File: config.mk
export PLATFORM = sky130hd
export DESIGN_NAME = alu_arbiter
export DESIGN_NICKNAME = d
export VERILOG_FILES = /design/src/rtl/alu_arbiter.sv
export SDC_FILE = /design/constraint.sdc
export NUM_CORES = 1
export LEC_CHECK = 0
export ABC_AREA = 1
export BUFFER_PORTS_ARGS = -buffer_cell sky130_fd_sc_hd__buf_2
export CAP_MARGIN = 20
export CORE_ASPECT_RATIO = 2
export CORE_MARGIN = 4
export CORE_UTILIZATION = 50
export DETAILED_ROUTE_END_ITERATION = 6
export PLACE_DENSITY = 0.85
export SLEW_MARGIN = 20
export SYNTH_ARGS = -nofsm -noshare
export SYNTH_HDL_FRONTEND = slang
export SYNTH_SLANG_ARGS = --single-unit
File: constraint.sdc
create_clock -name clk -period 1.92 [get_ports clk]
set_input_delay 0.192 -clock clk [delete_from_list [all_inputs] [get_ports clk]]
set_output_delay 0.192 -clock clk [all_outputs]
set_load 0.02 [all_outputs]
File: src/rtl/alu_arbiter.sv
// Round-robin front end for the shared combinational ALU: two valid/ready requesters,
// registered ALU drive, one settle cycle, and a held response with requester tag.
module alu_arbiter #(
    parameter int WIDTH = 8
) (
    input  logic             clk,
    input  logic             rst_n,
    input  logic             req0_valid,
    output logic             req0_ready,
    input  logic [2:0]       req0_op,
    input  logic [WIDTH-1:0] req0_a,
    input  logic [WIDTH-1:0] req0_b,
    input  logic             req1_valid,
    output logic             req1_ready,
    input  logic [2:0]       req1_op,
    input  logic [WIDTH-1:0] req1_a,
    input  logic [WIDTH-1:0] req1_b,
    output logic [WIDTH-1:0] alu_a,
    output logic [WIDTH-1:0] alu_b,
    output logic [2:0]       alu_s,
    input  logic [WIDTH-1:0] alu_acc,
    input  logic [WIDTH-1:0] alu_mulh,
    input  logic [7:0]       alu_flag,
    output logic             rsp_valid,
    input  logic             rsp_ready,
    output logic             rsp_id,
    output logic [WIDTH-1:0] rsp_acc,
    output logic [WIDTH-1:0] rsp_mulh,
    output logic [7:0]       rsp_flag,
    output logic             busy,
    output logic [15:0]      op_count
);

    typedef enum logic [1:0] {IDLE, EXEC, RESP} state_t;

    typedef struct packed {
        logic [2:0]       op;
        logic [WIDTH-1:0] a;
        logic [WIDTH-1:0] b;
    } req_t;

    state_t state;
    logic   last_grant;
    logic   cur_id;
    logic   gnt_id;
    logic   take;
    req_t   req_in [2];

    assign req_in[0] = '{op: req0_op, a: req0_a, b: req0_b};
    assign req_in[1] = '{op: req1_op, a: req1_a, b: req1_b};

    // Under contention the requester that did not win last time goes first.
    always_comb begin
        gnt_id = req1_valid;
        if (req0_valid && req1_valid)
            gnt_id = ~last_grant;
        take       = (state == IDLE) && (req0_valid || req1_valid);
        req0_ready = take && !gnt_id;
        req1_ready = take && gnt_id;
    end

    assign busy = (state != IDLE);

    always_ff @(posedge clk or negedge rst_n) begin
        if (!rst_n) begin
            state      <= IDLE;
            alu_a      <= '0;
            alu_b      <= '0;
            alu_s      <= 3'b000;
            rsp_valid  <= 1'b0;
            rsp_id     <= 1'b0;
            rsp_acc    <= '0;
            rsp_mulh   <= '0;
            rsp_flag   <= '0;
            op_count   <= '0;
            last_grant <= 1'b1;
            cur_id     <= 1'b0;
        end else begin
            case (state)
                IDLE: begin
                    if (take) begin
                        alu_s      <= req_in[gnt_id].op;
                        alu_a      <= req_in[gnt_id].a;
                        alu_b      <= req_in[gnt_id].b;
                        cur_id     <= gnt_id;
                        last_grant <= gnt_id;
                        state      <= EXEC;
                    end else begin
                        // Park the ALU on a known zero operation while nothing is pending.
                        alu_s <= 3'b000;
                        alu_a <= '0;
                        alu_b <= '0;
                    end
                end
                EXEC: begin
                    rsp_acc   <= alu_acc;
                    rsp_flag  <= alu_flag;
                    rsp_mulh  <= (alu_s == 3'b111) ? alu_mulh : '0;
                    rsp_id    <= cur_id;
                    rsp_valid <= 1'b1;
                    state     <= RESP;
                end
                RESP: begin
                    if (rsp_ready) begin
                        rsp_valid <= 1'b0;
                        op_count  <= op_count + 16'd1;
                        state     <= IDLE;
                    end
                end
                default: state <= IDLE;
            endcase
        end
    end

endmodule

==> results.cfg, run 1 <==
[yosys]
synth_top_area_share_pct = 57.7
yosys-top-cells-count = nand2_1, dfrtp_1, nand3_1
synth.most_common_cell = nand2_1
seq_area_frac_synth_pct = 58.6
synth_area_per_cell_sq_um = 8.60
syn_nets = 391
yosysTopAreaCell = dfrtp_1
synth_cells = 323
ys_seq_elements = 65
syn_area_sq_mm = 0.00278
synth_edf_count = 0
yosysWarnings = 0
synthTopCellsByArea = dfrtp_1, nand2_1, nand3_1
synthDistinctLibCells = 23
synth-async-reset-ratio_pct = 100
synth_flop_cell = dfrtp_1

[timing]
worst_slew_pin_slew_ns = 0.623
setup-violations-final = 0
setup_slack_ns = 0.167
setup_tns_ns = 0
rsz0062_at_grt = false
min_period_over_period_pct = 91.3
finalHoldViolCount = 0
min_period_ns = 1.75
fmax_mhz = 570
finClkSkew_ns = 0.00467
slew_violations = 0
slew_headroom_pct = 58.5

[global_route]
grt_pass1_vias = 2572
grt_util_all_layers_pct = 21.1
overflow = 0
grt_start_max_net_pins = 28
antenna_found_initial = 0
grt_pass1_wl_microns = 11000

[setup_path]
cp.arrival_ns = 1.56
reg2reg_slack_ns = 0.45
cp_data_required_time_ns = 1.73
cp-end-kind = output port
cp-start-kind = flip-flop
r2r.worst_path.cells = 4
timing.rr.start = state[1]
critPathKind = flip-flop to output port
path_max_fanout = 11
r2r_end = alu_a[7]

[worst_hold_path]
hp-start = req1_a[0]
hold_class = input port to flip-flop
hold_end = alu_a[0]
hold_depth = 3

[placed_design]
pre_cts_slack_ns = 0.433
dp_hpwl_microns = 5300
place_congestion = 0.826
portBuffers = 130
place_area_sq_mm = 0.00353

[clock_tree]
cts_buffer_depth = 2
cts_inserted_buffers = 9
clkSinkCount = 65
clk_pin_slew_worst_paths_ns = 0.06
h-tree-depth = 3
clock_latency_ns = 0.33
cts_tree = built
postCtsSetupRepairBufs = 0
cts_root_buffer = clkbuf_8

[finish]
ff_latch_area_sq_mm = 0.00163
multi_input_area_sq_mm = 0.00104
nNetsFinal = 530
fillers = 463
antennaDiodeCount = 0
final_util_pct = 68.8
fin_area_sq_mm = 0.00373
drive_above_1_share_pct = 35.5
area_growth_pct = 34.2

[floorplan]
row_count = 38
ios = 131
die_w_microns = 60.7
die_y_microns = 113
core_sq_mm = 0.00542
start_util_pct = 51.2
die_area_sq_mm = 0.00688

[routing]
wire_per_inst_microns = 13.2
drtAntennaViolNets = 0
route.final.wire_length_microns = 6950
drt_pass1_iterations = 4
drc = 0
via_per_inst = 4.93
vias = 2599
drtIter0Drc = 137

[power_and_ir_drop]
peakVddDrop_v = 0.00107
powerDensity_mw_per_mm2 = 1480
p_leak_uw = 0.00209

[run_status]
status = finished, final reports clean

[run]
drv_cap = 0
area by class of cell:
class | count | area share [%]
Clock inverter | 3 | 0.403
Timing Repair Buffer | 137 | 19.6
Timing Repair inverter | 1 | 0.134
Multi-Input combinational cell | 230 | 28.0
Clock buffer | 13 | 4.26
Inverter | 18 | 1.91
Sequential cell | 65 | 43.7
Tap cell | 60 | 2.01
cell usage in the layout, fill, tap and decap left out:
master	n
buf_12	2
xnor2_1	6
clkbuf_8	11
nand3_1	24
buf_4	4
buf_2	130
clkbuf_1	2
o21ai_1	6
inv_1	14
nand4_1	4
nand3_2	1
nand4_2	1
nor2_1	10
nor3_1	2
nand3b_1	1
nor2_2	2
a21boi_1	1
o21ai_0	8
clkinv_2	3
clkinvlp_4	1
ha_1	1
dfstp_2	1
clkinvlp_2	1
dfrtp_1	64
nand2_2	2
nand2_1	153
nor2_4	4
xor2_1	4
inv_2	3
dlygate4sd3_1	1
sequential cells by signal, summed over array words and instances, names as in the netlist, 2 cells and up:
signal / cells
alu_s: 3
alu_b: 8
rsp_flag: 8
rsp_mulh: 8
op_count: 16
rsp_acc: 8
state: 2
alu_a: 8
power by group:
| part | leakage, uW | internal, uW | switching [uW] | total [uW] |
|---|---|---|---|---|
| logic | 0.00117 | 762 | 1570 | 2330 |
| clock network | 0.0000932 | 533 | 479 | 1010 |
| registers | 0.000824 | 1860 | 321 | 2180 |
| total | 0.00209 | 3160 | 2370 | 5530 |
critical path, stage by stage, from the launching register on:
cell	delay, ns
dfrtp_1	0.49
nor2_4	0.23
nand2_1	0.13
inv_2	0.18
buf_2	0.20
metrics by stage:
step	total power, uW	hold slack, ns	cells
finish	5530	0.0562	527
floorplan	3670	-0.104	323
global placement	4430	0.225	509
global route	5930	0.0532	527
detailed placement	4520	0.240	509
CTS	5550	0.0446	526
routing by layer:
metal  wire length (microns)  vias to the layer above  global-route usage, %
li1                        -                     1281                      -
met1                    2520                     1203                   22.6
met2                    3750                       98                   36.8
met3                     499                       17                   5.66
met4                     187                        0                   9.84
met5                       0                        -                      0
repair_timing:
item,CTS,global route
gates resized for setup,0,4
hold endpoints to repair,23,0
hold buffers,1,0
endpoints found under the setup margin,0,2
cells by family after synthesis:
logic type      after synthesis  synth area share, %
buf+inv                      28                 4.14
flops                        65                 58.6
fa+ha+maj                     1                0.450
simple gates                204                 30.9
xor+xnor                     10                 3.15
compound gates               15                 2.79
worst max-delay path by stage:
stage	from	end
2_1_floorplan	op_count[0]	op_count[12]
3_3_place_gp	state[1]	busy
3_5_place_dp	state[1]	busy
4_1_cts	state[1]	busy
5_1_grt	state[1]	req1_ready
6_report	state[1]	req1_ready
(Power assumes the default switching activity.)
==> run 2, diff against run 1 <==
--- a/config.mk
+++ b/config.mk
@@ -5,14 +5,13 @@
 export SDC_FILE = /design/constraint.sdc
 export NUM_CORES = 1
 export LEC_CHECK = 0
-export ABC_AREA = 1
 export BUFFER_PORTS_ARGS = -buffer_cell sky130_fd_sc_hd__buf_2
 export CAP_MARGIN = 20
 export CORE_ASPECT_RATIO = 2
 export CORE_MARGIN = 4
-export CORE_UTILIZATION = 50
+export CORE_UTILIZATION = 49
 export DETAILED_ROUTE_END_ITERATION = 6
-export PLACE_DENSITY = 0.85
+export PLACE_DENSITY = 0.84
 export SLEW_MARGIN = 20
 export SYNTH_ARGS = -nofsm -noshare
 export SYNTH_HDL_FRONTEND = slang
==> run 2 against run 1 <==
Synthesized cell count shrank 27%. Sequential power is essentially flat. First-iteration DRC count shrank 50%. Combinational power grew 2%. Flip-flop and latch count is the same. Via count shrank 13%. Die area shrank 1.5%. Worst hold slack lost 0.0085 ns. Highest routed layer unchanged.
==> results.cfg, run 2 <==
[run_status]
status = finished, final reports clean

[finish]
drive_above_1_share_pct = 41.5
multi_input_area_sq_um = 986
ff_latch_area_sq_mm = 0.00163
fillers = 424
antennaDiodeCount = 0
nNetsFinal = 447
regMostFlops = op_count
layout_common_cells = buf_2, dfrtp_1, nand2_1
area_growth_pct = 35.3
fin_area_sq_mm = 0.00362
layout_commonest_cell = buf_2
largest_register_ff_count = 16

[yosys]
synth_edf_count = 0
synth_top_area_share_pct = 59.8
syn_area_sq_mm = 0.00268
synth_cells = 237
ys_seq_elements = 65
synth-async-reset-ratio_pct = 100
synth_area_per_cell_sq_um = 11.3
yosysTopAreaCell = dfrtp_1
yosys-top-cells-count = dfrtp_1, nand2_1, nor2b_1
synth.most_common_cell = dfrtp_1
synthTopCellsByArea = dfrtp_1, nand2_1, a221o_1
seq_area_frac_synth_pct = 60.8
syn_nets = 305
synth_flop_cell = dfrtp_1
yosysWarnings = 0
synthDistinctLibCells = 29

[floorplan]
die_w_microns = 60.3
core_sq_mm = 0.00523
start_util_pct = 51.2
die_y_microns = 113
row_count = 37
ios = 131
die_area_sq_mm = 0.00678

[setup_path]
cp_data_required_time_ns = 1.73
max_stage_delay_ns = 0.47
r2r.worst_path.cells = 4
path_max_fanout = 20
critPathSlowestCell = dfrtp_2
r2r_end = op_count[12]
cp-end-kind = output port
cp.arrival_ns = 1.61
cp-start-kind = flip-flop
critPathKind = flip-flop to output port
critPathBufInv = 2
reg2reg_slack_ns = 0.42
timing.rr.start = state[0]
cp_top_family = flip-flops
path_cells = nor2_4 > nand2_1 > a21oi_1 > buf_6 > buf_2

[timing]
setup_tns_ns = 0
fmax_mhz = 555
finalHoldViolCount = 0
setup-violations-final = 0
min_period_over_period_pct = 93.8
slew_violations = 0
slew_headroom_pct = 66.5
worst_slew_pin_slew_ns = 0.500
min_period_ns = 1.80
holdWs_ns = 0.0477
rsz0062_at_grt = false
finClkSkew_ns = 0.00595

[routing]
drtAntennaViolNets = 0
vias = 2263
via_per_inst = 5.13
route.final.wire_length_microns = 6490
drc = 0
drtIter0Drc = 68
drt_pass1_iterations = 4
wire_per_inst_microns = 14.7

[power_and_ir_drop]
powerDensity_mw_per_mm2 = 1510
p_seq_share_pct = 39.2
intPower_uw = 3290
combPwrFrac_pct = 43.5
peakVddDrop_v = 0.00102
power.switching_uw = 2190
p_leak_uw = 0.00201
clock_power_share_pct = 17.3
netSwitchingFraction_pct = 39.9

[worst_hold_path]
hp-start = alu_flag[7]
hold_end = rsp_flag[7]
hold_depth = 3
hold_class = input port to flip-flop

[placed_design]
place_congestion = 0.779
dp_hpwl_microns = 5080
place_area_sq_mm = 0.00344
portBuffers = 130

[global_route]
antenna_found_initial = 0
grt_pass1_vias = 2228
grt_util_all_layers_pct = 20.3
grt_pass1_wl_microns = 10300
overflow = 0
grt_start_max_net_pins = 27

[clock_tree]
cts_tree = built
cts_inserted_buffers = 9
cts_buffer_depth = 2
clock_latency_ns = 0.34
cts_root_buffer = clkbuf_8
clkSinkCount = 65
h-tree-depth = 3
clk_pin_slew_worst_paths_ns = 0.06

[run]
drv_cap = 0
==> run 2: changes by cell type in the layout (fill, tap and decap cells not counted), moves of 6 or more <==
cell     previous run  this run
a221o_1             0        19
inv_1              14         5
nand3_1            24         4
a22o_1              0         8
o21ai_1             6         0
nor2b_1             0        20
nand2_1           153        58
==> run 2: worst max-delay path by stage <==
stage	start	endpoint	slack (ns)	depth (start not counted)
finish	state[1]	req0_ready	0.12	5
CTS	state[1]	req0_ready	0.02	5
global route	state[1]	req1_ready	0.006	5
floorplan	op_count[0]	op_count[12]	0.45	5
global placement	state[1]	req0_ready	0.38	5
detailed placement	state[1]	req0_ready	0.35	5
==> run 2: area by class of cell <==
class                      count  area share (%)
clock buffer                  15            4.32
sequential                    65            45.0
timing repair buffer         142            21.0
inverter                       5           0.518
multi-input combinational    156            27.2
tap                           58            2.00
==> run 2: worst reg2reg max path, stage by stage, from the launching register on <==
cell      delay (ns)
dfrtp_1         0.46
nand4b_1        0.37
nor3_2          0.29
nand3_1         0.13
xnor2_1         0.14
==> run 2: power by group through the flow <==
stage | combinational (uW) | clock, uW | sequential [uW]
after floorplan | 1020 | 0 | 2660
after global placement | 2350 | 0 | 2130
after detailed placement | 2410 | 0 | 2160
after CTS | 2420 | 987 | 2150
after global routing | 2600 | 1050 | 2230
final | 2380 | 948 | 2150
==> run 2: stage by stage <==
| step | utilization, % | cells | worst slack [ns] | power (uW) |
|---|---|---|---|---|
| after floorplan | - | 237 | 0.452 | 3680 |
| after global placement | 65.8 | 425 | 0.382 | 4490 |
| after detailed placement | 65.8 | 425 | 0.347 | 4560 |
| after CTS | 69.1 | 441 | 0.0226 | 5550 |
| after global routing | 69.2 | 441 | 0.00561 | 5880 |
| final | 69.2 | 441 | 0.119 | 5480 |
==> run 2: cells by family after synthesis <==
family | share of synthesized area [%]
flip-flops | 60.8
buffers and inverters | 2.66
multiplexers | 0.421
adder cells (fa/ha/maj) | 0.467
XOR/XNOR | 4.91
AND/OR/NAND/NOR | 19.4
AO/OA/AOI/OAI | 11.3
==> run 2: what timing repair did <==
item	in CTS	in global routing
setup buffers	0	0
gates cloned	0	0
gates resized for setup	1	3
hold endpoints to repair	18	0
hold buffers	1	0
setup endpoints to repair	1	2
==> run 2: metal layers <==
layer  GRT usage [%]  wire length [microns]  up-vias
li1                -                      -     1096
met1            22.3                   2300     1060
met2            34.1                   3560       94
met3            6.21                    492       13
met4            9.91                    143        0
met5               0                      0        -
